==> src/rtl/switch_pkg.sv <==
// Shared types for the switch receive path: parser state, sync marker and header record.
package switch_pkg;

  typedef enum logic [2:0] {
    ST_IDLE    = 3'd0,
    ST_DA      = 3'd1,
    ST_SA      = 3'd2,
    ST_LEN     = 3'd3,
    ST_PAYLOAD = 3'd4,
    ST_PARITY  = 3'd5
  } rx_state_e;

  localparam logic [7:0] SYNC_BYTE_DEFAULT = 8'hFF;

  typedef struct packed {
    logic [7:0] da;
    logic [7:0] sa;
    logic [7:0] len;
  } rx_hdr_t;

  // Frame check is a plain running XOR over DA, SA, LEN and payload.
  function automatic logic [7:0] parity_step(input logic [7:0] acc, input logic [7:0] b);
    return acc ^ b;
  endfunction

endpackage

==> src/rtl/switch_rx_stats.sv <==
// Saturating frame / error counters for the receive parser (built only with SWITCH_RX_PARSER_STATS_EN).
module switch_rx_stats (
  input  logic        clock,
  input  logic        reset_n,
  input  logic        frame_done_i,
  input  logic        frame_err_i,
  output logic [15:0] stat_frames_o,
  output logic [15:0] stat_errs_o
);

  logic [15:0] frames_q, frames_d;
  logic [15:0] errs_q, errs_d;

  // Next-state: increment on a completed frame, holding at all-ones.
  always_comb begin
    frames_d = frames_q;
    errs_d   = errs_q;
    if (frame_done_i && (frames_q != 16'hFFFF)) begin
      frames_d = frames_q + 16'd1;
    end else begin
      frames_d = frames_q;
    end
    if (frame_done_i && frame_err_i && (errs_q != 16'hFFFF)) begin
      errs_d = errs_q + 16'd1;
    end else begin
      errs_d = errs_q;
    end
  end

  // Counter registers.
  always_ff @(posedge clock or negedge reset_n) begin
    if (!reset_n) begin
      frames_q <= 16'h0000;
      errs_q   <= 16'h0000;
    end else begin
      frames_q <= frames_d;
      errs_q   <= errs_d;
    end
  end

  assign stat_frames_o = frames_q;
  assign stat_errs_o   = errs_q;

endmodule

==> src/rtl/switch_rx_parser.sv <==
// Control-port framing stage: sync hunt, header/payload/parity parse, registered byte stream out.
// Optional statistics counters are enabled by defining SWITCH_RX_PARSER_STATS_EN.
module switch_rx_parser
  import switch_pkg::*;
#(
  parameter logic [7:0]  SYNC_BYTE = SYNC_BYTE_DEFAULT,
  parameter int unsigned MAX_LEN   = 255
) (
  input  logic       clock,
  input  logic       reset_n,
  input  logic [7:0] data_in,
  input  logic       sw_enable_in,
  output logic       read_out,
  output logic [7:0] out_data,
  output logic       out_valid,
  input  logic       out_ready,
  output logic       out_sop,
  output logic       out_eop,
  output logic       out_err,
  output logic [7:0] hdr_da,
  output logic [7:0] hdr_sa,
  output logic [7:0] hdr_len
`ifdef SWITCH_RX_PARSER_STATS_EN
  ,
  output logic [15:0] stat_frames,
  output logic [15:0] stat_errs
`endif
);

  // LENGTH is 8 bits, so any limit at or above 255 can never trip.
  localparam int unsigned MAX_LEN_CLAMP = (MAX_LEN > 255) ? 255 : MAX_LEN;
  localparam logic [7:0]  MAX_LEN_B     = MAX_LEN_CLAMP[7:0];

  rx_state_e  state_q, state_d;
  logic [7:0] cnt_q, cnt_d;
  logic [7:0] par_q, par_d;
  logic       len_err_q, len_err_d;
  rx_hdr_t    hdr_q, hdr_d;
  logic [7:0] out_data_q, out_data_d;
  logic       out_valid_q, out_valid_d;
  logic       out_sop_q, out_sop_d;
  logic       out_eop_q, out_eop_d;
  logic       out_err_q, out_err_d;
  logic       accept_s, fwd_s, sop_s, eop_s, err_s;

  assign read_out = reset_n && (!out_valid_q || out_ready);
  assign accept_s = sw_enable_in && read_out;

  // Frame FSM and output-register next state; a forwarded byte overwrites a drained slot.
  always_comb begin
    state_d     = state_q;
    cnt_d       = cnt_q;
    par_d       = par_q;
    len_err_d   = len_err_q;
    hdr_d       = hdr_q;
    out_data_d  = out_data_q;
    out_sop_d   = out_sop_q;
    out_eop_d   = out_eop_q;
    out_err_d   = out_err_q;
    fwd_s       = 1'b0;
    sop_s       = 1'b0;
    eop_s       = 1'b0;
    err_s       = 1'b0;
    if (out_valid_q && out_ready) begin
      out_valid_d = 1'b0;
    end else begin
      out_valid_d = out_valid_q;
    end

    if (accept_s) begin
      case (state_q)
        ST_IDLE: begin
          if (data_in == SYNC_BYTE) begin
            state_d = ST_DA;
          end else begin
            state_d = ST_IDLE;
          end
        end
        ST_DA: begin
          fwd_s     = 1'b1;
          sop_s     = 1'b1;
          hdr_d.da  = data_in;
          par_d     = data_in;
          len_err_d = 1'b0;
          state_d   = ST_SA;
        end
        ST_SA: begin
          fwd_s    = 1'b1;
          hdr_d.sa = data_in;
          par_d    = parity_step(par_q, data_in);
          state_d  = ST_LEN;
        end
        ST_LEN: begin
          fwd_s     = 1'b1;
          hdr_d.len = data_in;
          par_d     = parity_step(par_q, data_in);
          len_err_d = (data_in > MAX_LEN_B);
          if (data_in == 8'h00) begin
            cnt_d   = 8'h00;
            state_d = ST_PARITY;
          end else begin
            cnt_d   = data_in;
            state_d = ST_PAYLOAD;
          end
        end
        ST_PAYLOAD: begin
          fwd_s = 1'b1;
          par_d = parity_step(par_q, data_in);
          if (cnt_q > 8'd1) begin
            cnt_d = cnt_q - 8'd1;
          end else begin
            cnt_d   = 8'h00;
            state_d = ST_PARITY;
          end
        end
        ST_PARITY: begin
          fwd_s   = 1'b1;
          eop_s   = 1'b1;
          err_s   = (data_in != par_q) || len_err_q;
          cnt_d   = 8'h00;
          state_d = ST_IDLE;
        end
        default: begin
          state_d = ST_IDLE;
        end
      endcase
    end else begin
      state_d = state_q;
    end

    if (fwd_s) begin
      out_data_d  = data_in;
      out_valid_d = 1'b1;
      out_sop_d   = sop_s;
      out_eop_d   = eop_s;
      out_err_d   = err_s;
    end else begin
      out_data_d  = out_data_q;
    end
  end

  // State, header and output registers.
  always_ff @(posedge clock or negedge reset_n) begin
    if (!reset_n) begin
      state_q     <= ST_IDLE;
      cnt_q       <= 8'h00;
      par_q       <= 8'h00;
      len_err_q   <= 1'b0;
      hdr_q       <= '{da: 8'h00, sa: 8'h00, len: 8'h00};
      out_data_q  <= 8'h00;
      out_valid_q <= 1'b0;
      out_sop_q   <= 1'b0;
      out_eop_q   <= 1'b0;
      out_err_q   <= 1'b0;
    end else begin
      state_q     <= state_d;
      cnt_q       <= cnt_d;
      par_q       <= par_d;
      len_err_q   <= len_err_d;
      hdr_q       <= hdr_d;
      out_data_q  <= out_data_d;
      out_valid_q <= out_valid_d;
      out_sop_q   <= out_sop_d;
      out_eop_q   <= out_eop_d;
      out_err_q   <= out_err_d;
    end
  end

  assign out_data  = out_data_q;
  assign out_valid = out_valid_q;
  assign out_sop   = out_sop_q;
  assign out_eop   = out_eop_q;
  assign out_err   = out_err_q;
  assign hdr_da    = hdr_q.da;
  assign hdr_sa    = hdr_q.sa;
  assign hdr_len   = hdr_q.len;

`ifdef SWITCH_RX_PARSER_STATS_EN
  logic frame_done_s;
  assign frame_done_s = accept_s && (state_q == ST_PARITY);

  switch_rx_stats u_stats (
    .clock         (clock),
    .reset_n       (reset_n),
    .frame_done_i  (frame_done_s),
    .frame_err_i   (err_s),
    .stat_frames_o (stat_frames),
    .stat_errs_o   (stat_errs)
  );
`endif

endmodule

==> config.mk <==
export PLATFORM = sky130hd
export DESIGN_NAME = switch_rx_parser
export DESIGN_NICKNAME = d
export VERILOG_FILES = /design/src/rtl/switch_pkg.sv /design/src/rtl/switch_rx_stats.sv /design/src/rtl/switch_rx_parser.sv
export SDC_FILE = /design/constraint.sdc
export NUM_CORES = 1
export LEC_CHECK = 0
export CORE_MARGIN = 2
export CORE_UTILIZATION = 25
export DETAILED_ROUTE_END_ITERATION = 10
export SYNTH_ARGS = -nofsm -noshare
export SYNTH_HDL_FRONTEND = slang
export SYNTH_SLANG_ARGS = --single-unit
==> constraint.sdc <==
create_clock -name clock -period 2 [get_ports clock]
set_input_delay 0.4 -clock clock [delete_from_list [all_inputs] [get_ports clock]]
set_output_delay 0.4 -clock clock [all_outputs]
set_load 0.05 [all_outputs]
== Yosys cells after proc, flatten, opt, wreduce, memory -nomap -nowiden ==
Cells that the tools add are included.

* Word-level logic and storage cells: 64
* Flip-flop bits (word level): 56
* Bits of input ports: 12

* Reductions and logical operators: 21
* Mux-type cells: 19
* $add $sub $neg: 1
* Bitwise gates (word level): 1
* Eq/ne operators: 8
* Order comparisons: 2

{| class="wikitable"
|+ Operator list
! kind !! count
|-
| $pmux 8 s3 || 1
|-
| $mux 8 || 2
|-
| $pmux 8 s2 || 1
|-
| $pmux 3 s5 || 1
|-
| $reduce_and 2->1 || 7
|-
| $mux 1 || 12
|-
| $eq 8x8->1 const B || 1
|-
| $gt 8x1->1 const B || 1
|-
| $gt 8x8->1 const B || 1
|-
| $logic_not 8->1 || 1
|-
| $ne 8x8->1 || 1
|-
| $sub 8x1->8 const B || 1
|-
| $xor 8x8->8 || 1
|-
| $eq 3x2->1 const B || 2
|-
| $eq 3x3->1 const B || 2
|-
| $reduce_bool 2->1 || 3
|-
| $reduce_or 5->1 || 1
|-
| $eq 3x1->1 const B || 1
|-
| $logic_and 1x1->1 || 3
|-
| $logic_not 3->1 || 1
|-
| $mux 3 || 1
|-
| $reduce_bool 3->1 || 1
|-
| $reduce_or 3->1 || 1
|-
| $logic_or 1x1->1 || 2
|-
| other kinds (3) || 3
|}

== Depth between registers and ports, before layout ==
Gate-level depths: netlist (run 1).

* Depth after elaboration: 6
* Depth in mapped cells: 7
* Depth with buffers taken out: 6

== Least setup slack after synthesis (run 1) ==
No wires, ideal clock.

* Kind: register -> register
* From: register out_valid_q, in the netlist out_valid
* To: register hdr_q, in the netlist hdr_sa[0]
* Stages on the path, launching flop included: 5
* Slack: 0.075 ns
* Required time: 1.875 ns
* Arrival time: 1.800 ns
* Cells stage by stage: dfrtp_1 -> nor2b_1 -> nor3_1 -> nand2_1 -> mux2_2

* Cells in the longest elaborated chain, start to end: 5

{| class="wikitable"
|+ Ends and longest elaborated chain
! item !! RTL line !! source
|-
| from (decl) || switch_rx_parser.sv:40 || <nowiki>logic out_valid_q, out_valid_d;</nowiki>
|-
| from (signal assigned) || switch_rx_parser.sv:162 || <nowiki>out_valid_q <= out_valid_d;</nowiki>
|-
| $logic_not 1->1 || switch_rx_parser.sv:46 || <nowiki>assign read_out = reset_n && (!out_valid_q || out_ready);</nowiki>
|-
| $logic_or 1x1->1 || switch_rx_parser.sv:46 ||
|-
| $logic_and 1x1->1 || switch_rx_parser.sv:46 ||
|-
| $logic_and 1x1->1 || switch_rx_parser.sv:47 || <nowiki>assign accept_s = sw_enable_in && read_out;</nowiki>
|-
| $reduce_and 2->1 (no source line) || - ||
|-
| to (signal assigned) || switch_rx_parser.sv:149 || <nowiki>hdr_q <= '{da: 8'h00, sa: 8'h00, len: 8'h00};</nowiki>
|-
| to (signal assigned) || switch_rx_parser.sv:160 || <nowiki>hdr_q <= hdr_d;</nowiki>
|-
| to (decl) || switch_rx_parser.sv:38 || <nowiki>rx_hdr_t hdr_q, hdr_d;</nowiki>
|}

No other way between the ends.
A chain may end at the register's enable or synchronous reset.

== Worst setup path after layout (run 1) ==
* From: register hdr_q, in the netlist hdr_da[2]
* To: output hdr_da[2]

{| class="wikitable"
|+ RTL lines
! item !! RTL line !! source
|-
| to (decl) || switch_rx_parser.sv:20 || <nowiki>output logic [7:0] hdr_da,</nowiki>
|}

No word-level cell between the ends.

==> results.toml, run 1 <==
[worst_setup_path]
ff2ff_path_depth = 5
cp-start-kind = "flip-flop"
path_class = "flip-flop to output port"
crit_slowest_cell = "clkdlybuf4s50_1"
worst-path-stages = 1
r2r_slack_ps = 110
cp.arrival_ps = 1500
crit_end = "hdr_da[2]"
critPathMaxFanout = 2
startpoint = "hdr_da[2]$_DFFE_PN0P_"
path_cells = "clkdlybuf4s50_1"
critical_path.top_delay_family = "buffers and inverters"
end_kind = "output port"
required_ps = 1600
path_buf_inv = 1
reg2reg_from = "cnt_q[5]$_DFFE_PN0P_"
slowest_delay_ps = 820
timing.rr.end = "cnt_q[2]$_DFFE_PN0P_"

[global_route]
grt_pass1_vias = 2158
grt_first_pass_wirelength_um = 11400
grt_overflow = 0
grt_max_degree = 30
track_usage_pct = 12.5
antenna_found_initial = 0

[pwr]
p_leak_nw = 1.56
p_total_w = 0.00630
peakVddDrop_mv = 0.954
p_per_area_nw_per_um2 = 1750

[die]
core_area_um2 = 10300
die-area_um2 = 11500
ioPinCount = 49
die_h_um = 107
die_w_um = 107
fp-row-count = 37
start_util_pct = 25.8

[sta]
fin_skew_ps = 11.4
finalCritPeriodShare_pct = 95.2
report.final.setup_viol = 0
grt_setup_unrepaired = "false"
slew-limit-headroom_pct = 65.4
finalHoldViolations = 0
max_freq_ghz = 0.525
hold_ws_ps = 177
min_period_ps = 1900
maxSlewViolCount = 0
tightest_slew_ps = 518

[cells_and_area]
post-route-util_pct = 35.0
drive_gt1_share_pct = 30.4
areaGrowthSynthToFinish_pct = 35.6
diodes = 0
nNetsFinal = 322
final_common_cell = "dfrtp_1"
final_area_um2 = 3610
layout_common_cells = "dfrtp_1 (54), buf_4 (41), clkdlybuf4s50_1 (38)"

[yosys]
ys_seq_elements = 55
synthFlopType = "dfrtp_1"
synth_area_um2 = 2660
synthesis.nets = 250
syn_inst = 236
ys_types = 43
synth_edf_count = 0
yosysSeqAreaShare_pct = 51.7
postSynthAreaPerCell_um2 = 11.3
ys_async_sr_fraction_pct = 100
synth.yosys.warnings = 0

[routing]
drcViolationCount = 0
drt-total-wl_um = 6860
vias_per_cell = 4.65
drtIter0Drc = 73
first_pass_iters = 4
vias = 2068
wl_per_cell_um = 15.4
ant_nets = 0

[clocking]
cts_root_buffer = "clkbuf_8"
clk_pin_slew_ps = 110
htreeDepth = 2
clockBufferDepth = 2
clkLatencyLatePin_ps = 320
cts_tree = "yes"
cts_sinks = 55
cts_buffers = 5

[placement]
placed_cell_area_um2 = 3460
port_buffers = 48
dpl.hpwl_um = 4950
routabilityCongestion = 0.882

[hold_path]
min_path_type = "input pin to async pin"

[outcome]
status = "finished clean"

[flow_run]
cap_violations = 0
==> timing repair <==
action | 4_1_cts | 5_1_grt
hold buffers | 1 | 0
gates resized for setup | 0 | 3
hold endpoints to repair | 2 | 0
buffers inserted | 0 | 2
setup endpoints to repair | 0 | 2
==> cell families after synthesis <==
logic type      count (synthesis)  synth area share [%]
mux                            31                  13.1
fa+ha+maj                       2                 0.940
compound gates                 50                  14.0
simple gates                   59                  11.4
xor+xnor                       16                  5.26
buf+inv                        23                  3.57
flops                          55                  51.7
==> power breakdown <==
group          leakage [nW]  internal, W  switching [W]
Combinational         0.821      0.00136        0.00210
Sequential            0.677      0.00164       0.000406
Clock                0.0618     0.000413       0.000389
==> metal layers <==
layer / vias to the layer above / routed length, um / GRT usage (%)
li1: 976 / - / -
met1: 1042 / 3310 / 17.3
met2: 40 / 3200 / 19.7
met3: 10 / 257 / 2.80
met4: 0 / 93 / 3.53
met5: - / 0 / 0
==> synthesized netlist by cell type, types with 2 or more instances <==
| master | count | share of area [%] |
|---|---|---|
| a21oi_1 | 2 | 0.38 |
| o21ai_2 | 2 | 0.66 |
| o21ai_0 | 18 | 3.4 |
| nor3_1 | 5 | 0.94 |
| dfrtp_1 | 55 | 52 |
| nand2_1 | 19 | 2.7 |
| xor2_1 | 16 | 5.3 |
| inv_1 | 6 | 0.85 |
| nand4_1 | 4 | 0.94 |
| a21o_1 | 4 | 1.1 |
| o21ai_1 | 3 | 0.56 |
| nor2_1 | 10 | 1.4 |
| mux2_2 | 31 | 13 |
| buf_2 | 4 | 0.75 |
| or3_1 | 2 | 0.47 |
| nand2b_1 | 3 | 0.70 |
| or4_1 | 3 | 0.85 |
| a2bb2oi_1 | 2 | 0.66 |
| o31ai_1 | 2 | 0.56 |
| ha_1 | 2 | 0.94 |
| nor4_1 | 5 | 1.2 |
| a22o_1 | 5 | 1.6 |
| clkbuf_1 | 12 | 1.7 |
| a31oi_1 | 2 | 0.47 |
==> flip-flops by register name (all words and copies together), names as in the netlist <==
register,cells
hdr_sa,8
out_eop,1
out_valid,1
hdr_da,8
cnt_q,8
out_err,1
hdr_len,8
out_data,8
state_q,3
out_sop,1
par_q,8
==> cell type report <==
class,instances,area (um2)
clock buffer,6,82.6
inverter,6,22.5
multi-input combinational,158,1200
tap,136,170
timing repair buffer,82,723
sequential,55,1380
clock inverter,2,38.8
fill,1044,6710
==> through the flow <==
stage	cells	TNS, ps	setup WS (ps)
after floorplan	236	0	75.1
after global placement	434	-1330	-92.1
after detailed placement	434	-901	-67.6
after CTS	443	0	54.7
after global routing	445	0	20.7
final	445	0	96.2
==> how the worst min path moves through the flow <==
stage | startpoint | to | cells past startpoint
after floorplan | reset_n | cnt_q[0]$_DFFE_PN0P_ | 0
after global placement | reset_n | out_valid$_DFFE_PN0P_ | 1
after detailed placement | reset_n | out_valid$_DFFE_PN0P_ | 1
after CTS | reset_n | out_err$_DFFE_PN0P_ | 2
after global routing | reset_n | out_data[3]$_DFFE_PN0P_ | 2
final | reset_n | out_err$_DFFE_PN0P_ | 2
Power figures use the tool's default switching activity.
==> run 2: changes to the inputs <==
--- a/config.mk
+++ b/config.mk
@@ -5,6 +5,7 @@
 export SDC_FILE = /design/constraint.sdc
 export NUM_CORES = 1
 export LEC_CHECK = 0
+export CORE_ASPECT_RATIO = 2
 export CORE_MARGIN = 2
 export CORE_UTILIZATION = 25
 export DETAILED_ROUTE_END_ITERATION = 10
==> run 2 against run 1 <==
Net effect:
- sequential cell count stayed put
- largest cell class unchanged
- worst hold slack got worse by 150 ps
- design area grew 2.1%
- global-route usage is 1.0 points higher
- critical path depth rose by 5
- non-clock buffer count rose by 1
- cell count is 0.45% higher
- sequential share of layout area fell by 0.81 points
- core utilization rose by 0.43 points
- worst setup slack better by 1.9 ps
- wire length up 9.5%
==> results.toml, run 2 (synthesized netlist as in run 1, its figures left out) <==
[worst_setup_path]
startpoint = "cnt_q[0]$_DFFE_PN0P_"
cp.arrival_ps = 2140
cp-start-kind = "flip-flop"
required_ps = 2240
crit_slowest_cell = "or3b_2"
timing.rr.end = "cnt_q[6]$_DFFE_PN0P_"
slowest_delay_ps = 500
path_class = "flip-flop to flip-flop"
reg2reg_from = "cnt_q[0]$_DFFE_PN0P_"
r2r_slack_ps = 100
ff2ff_path_depth = 6
end_kind = "flip-flop"
critPathMaxFanout = 6
crit_end = "cnt_q[6]$_DFFE_PN0P_"
path_cells = "inv_1 -> ha_1 -> or3b_2 -> or4_1 -> o21ai_1 -> a22o_1"

[die]
core_area_um2 = 10400
die_h_um = 150
die-area_um2 = 11500
die_w_um = 77.0
ioPinCount = 49
start_util_pct = 25.6
fp-row-count = 53

[sta]
maxSlewViolCount = 0
grt_setup_unrepaired = "false"
setup_tns_ps = 0
min_period_ps = 1900
report.final.setup_viol = 0
finalCritPeriodShare_pct = 95.1
fin_skew_ps = 8.66
max_freq_ghz = 0.526
finalHoldViolations = 0
slew-limit-headroom_pct = 63.0
tightest_slew_ps = 553

[global_route]
grt_overflow = 0
antenna_found_initial = 0
grt_pass1_vias = 2236
grt_max_degree = 23
track_usage_pct = 13.6
grt_first_pass_wirelength_um = 12000

[cells_and_area]
final_area_um2 = 3690
post-route-util_pct = 35.4
drive_gt1_share_pct = 30.6
layout_common_cells = "dfrtp_1 (55), buf_4 (42), clkdlybuf4s50_1 (37)"
fill_cells = 1052
diodes = 0
stdcell_count = 447
areaGrowthSynthToFinish_pct = 38.4
nNetsFinal = 323
final_common_cell = "dfrtp_1"

[flow_run]
cap_violations = 0

[routing]
highest_layer = "met4"
drtIter0Drc = 67
wl_met2_um = 4420
wl_met3_um = 138
met1Wirelength_um = 2710
ant_nets = 0
first_pass_iters = 4
drt-total-wl_um = 7510
vias = 2098
drcViolationCount = 0
vias_per_cell = 4.69
wl_per_cell_um = 16.8

[placement]
placed_cell_area_um2 = 3510
routabilityCongestion = 0.825
port_buffers = 48
dp.cells = 439
dpl.hpwl_um = 5780

[clocking]
clockBufferDepth = 2
cts_tree = "yes"
cts_root_buffer = "clkbuf_16"
clk_pin_slew_ps = 70
htreeDepth = 2
cts_buffers = 5
clkLatencyLatePin_ps = 300
cts_sinks = 55

[hold_path]
min_path_type = "input pin to async pin"

[pwr]
p_leak_nw = 1.61
p_per_area_nw_per_um2 = 1790
p_total_w = 0.00658
peakVddDrop_mv = 0.840

[outcome]
status = "finished clean"
-- run 2: worst max-delay path, delay by kind of cell, from the launching register on --
family | cells | cell delay (ps)
simple gates | 2 | 910
fa+ha+maj | 1 | 160
buf+inv | 1 | 80
flops | 1 | 440
compound gates | 2 | 260
-- run 2: what timing repair did --
action,4_1_cts,5_1_grt
resized for setup,0,1
endpoints found under the setup margin,0,1
hold buffers,0,0
buffers inserted,0,0
-- run 2: worst min-delay path by stage --
stage,end,slack [ps],startpoint
finish,out_data[0]$_DFFE_PN0P_,30,reset_n
global route,out_data[4]$_DFFE_PN0P_,30,reset_n
CTS,out_data[0]$_DFFE_PN0P_,30,reset_n
detailed placement,out_data[0]$_DFFE_PN0P_,350,reset_n
global placement,out_data[0]$_DFFE_PN0P_,350,reset_n
floorplan,cnt_q[0]$_DFFE_PN0P_,100,reset_n
-- run 2: metal layers --
metal / GRT usage [%] / up-vias
li1: - / 981
met1: 13.7 / 1060
met2: 26.9 / 45
met3: 1.51 / 12
met4: 6.79 / 0
met5: 0 / -
-- run 2: layout make-up --
| class | count | area (um2) | area share, % |
|---|---|---|---|
| flip-flops and latches | 55 | 1380 | 37.3 |
| clock inverters | 2 | 35.0 | 0.950 |
| inverters | 6 | 22.5 | 0.611 |
| well taps | 137 | 171 | 4.65 |
| clock buffers | 6 | 139 | 3.77 |
| repair buffers | 83 | 751 | 20.4 |
| multi-input cells | 158 | 1190 | 32.3 |
-- run 2: metrics by stage --
| step | worst slack [ps] | hold slack, ps |
|---|---|---|
| final | 98.2 | 26.4 |
| after global routing | 9.36 | 32.9 |
| after CTS | 59.2 | 26.2 |
| after detailed placement | -30.0 | 349 |
| after global placement | -16.6 | 349 |
| after floorplan | 75.1 | 104 |
-- run 2: report_power, final --
part | switching [W] | internal (W)
sequential | 0.000400 | 0.00164
clock | 0.000412 | 0.000624
combinational | 0.00214 | 0.00137
==> run 3: changes to the inputs <==
--- a/config.mk
+++ b/config.mk
@@ -6,9 +6,10 @@
 export NUM_CORES = 1
 export LEC_CHECK = 0
 export CORE_ASPECT_RATIO = 2
-export CORE_MARGIN = 2
+export CORE_MARGIN = 3
 export CORE_UTILIZATION = 25
 export DETAILED_ROUTE_END_ITERATION = 10
+export SLEW_MARGIN = 20
 export SYNTH_ARGS = -nofsm -noshare
 export SYNTH_HDL_FRONTEND = slang
 export SYNTH_SLANG_ARGS = --single-unit
==> run 3 against run 2 <==
Net effect:
- highest routed layer unchanged
- design area decreased by 0.31%
- core utilization increased by 0.34 points
- critical path depth fell by 5
- wire length fell by 2.0%
==> results.toml, run 3 (synthesized netlist as in run 1, its figures left out) <==
[sta]
slew-limit-headroom_pct = 60.7
finalCritPeriodShare_pct = 95.0
report.final.setup_viol = 0
fin_skew_ps = 5.27
min_period_ps = 1900
tightest_slew_ps = 589
max_freq_ghz = 0.526
maxSlewViolCount = 0
grt_setup_unrepaired = "false"
finalHoldViolations = 0

[worst_setup_path]
cp-start-kind = "flip-flop"
required_ps = 1600
path_cells = "clkdlybuf4s50_1"
crit_slowest_cell = "clkdlybuf4s50_1"
slowest_delay_ps = 820
startpoint = "hdr_len[4]$_DFFE_PN0P_"
critical_path.top_delay_family = "buffers and inverters"
critPathMaxFanout = 2
path_class = "flip-flop to output port"
cp.arrival_ps = 1500
path_buf_inv = 1
end_kind = "output port"
reg2reg_from = "state_q[2]$_DFFE_PN0P_"

[pwr]
peakVddDrop_mv = 1.06
p_int_w = 0.00348
p_leak_nw = 1.59
p_comb_share_pct = 53.6
p_per_area_nw_per_um2 = 1760
p_total_w = 0.00646
p_clk_share_pct = 14.3
switching_share_pct = 46.1
seqPwrFrac_pct = 32.0
p_sw_w = 0.00298

[cells_and_area]
fill_cells = 1075
diodes = 0
final_common_cell = "dfrtp_1"
areaGrowthSynthToFinish_pct = 38.0
post-route-util_pct = 35.7
stdcell_count = 443
drive_gt1_share_pct = 29.9
nNetsFinal = 321
layout_common_cells = "dfrtp_1 (54), clkdlybuf4s50_1 (39), buf_4 (36)"

[routing]
vias_per_cell = 4.71
drcViolationCount = 0
wl_per_cell_um = 16.6
ant_nets = 0
vias = 2085
first_pass_iters = 4
drt-total-wl_um = 7370
drtIter0Drc = 82

[placement]
dpl.hpwl_um = 5580
dp.cells = 433
port_buffers = 48
routabilityCongestion = 0.785

[die]
fp-row-count = 52
start_util_pct = 25.9
core_area_um2 = 10300
die_w_um = 79.0
die_h_um = 152
die-area_um2 = 12000
ioPinCount = 49

[hold_path]
min_path_type = "input pin to async pin"

[global_route]
antenna_found_initial = 0
grt_overflow = 0
grt_first_pass_wirelength_um = 12300
track_usage_pct = 13.3
grt_pass1_vias = 2314
grt_max_degree = 47

[flow_run]
cap_violations = 0

[clocking]
cts_buffers = 5
clockBufferDepth = 2
clk_pin_slew_ps = 80
cts_tree = "yes"
htreeDepth = 2
cts_root_buffer = "clkbuf_16"
clkLatencyLatePin_ps = 300
cts_sinks = 55

[outcome]
status = "finished clean"
## run 3: changes by cell type in the layout (fill, tap and decap cells not counted), sizes merged
cell and delta:
dlygate4sd3 +1, clkinv +1, inv +1, bufinv -1, buf -5, clkbuf -1
clkdlybuf4s50 +2
## run 3: through the flow
stage                     setup TNS [ps]  cell area (um2)  hold slack, ps  worst slack, ps
final                                  0             3670            91.7             99.5
after global routing                   0             3670             104             21.2
after CTS                              0             3660            90.2             33.3
after detailed placement            -314             3500             233            -30.7
after global placement              -771             3500             233            -37.8
after floorplan                        0             2660             104             75.1
## run 3: layout make-up
class                   count  area, um2  area share, %
clock buffers               5        125           3.40
clock inverters             3       28.8          0.783
flip-flops and latches     55       1380           37.5
inverters                   6       22.5          0.613
multi-input cells         158       1200           32.6
repair buffers             81        756           20.6
well taps                 135        169           4.60
## run 3: worst paths after layout
kind | to | slack, ps | depth (start not counted)
max | hdr_len[4] | 100 | 1
min | out_data[4]$_DFFE_PN0P_ | 90 | 2
max reg2reg | cnt_q[2]$_DFFE_PN0P_ | 140 | 5
min reg2reg | out_err$_DFFE_PN0P_ | 490 | 1
max in group asynchronous | cnt_q[0]$_DFFE_PN0P_ | 1270 | 2
min in group clock | out_err$_DFFE_PN0P_ | 490 | 1
## run 3: layer usage
layer	vias to the layer above	part of all wire, %	GRT usage (%)
met1	1034	37	14.0
li1	985	-	-
met5	-	0	0
met4	0	4.3	7.30
met3	19	2.4	2.49
met2	47	56	24.1
## run 3: what timing repair did
action | 4_1_cts | 5_1_grt
setup buffers | 0 | 1
hold buffers | 1 | 0
setup endpoints to repair | 0 | 2
hold endpoints to repair | 2 | 0
gates resized for setup | 0 | 3
## run 3: power by group through the flow
| stage | sequential (W) | clock [W] | combinational, W |
|---|---|---|---|
| 6_report | 0.00207 | 0.000926 | 0.00346 |
| 4_1_cts | 0.00207 | 0.000942 | 0.00347 |
| 2_1_floorplan | 0.00316 | 0 | 0.00117 |
| 3_3_place_gp | 0.00208 | 0 | 0.00341 |
| 5_1_grt | 0.00216 | 0.000993 | 0.00367 |
| 3_5_place_dp | 0.00208 | 0 | 0.00346 |
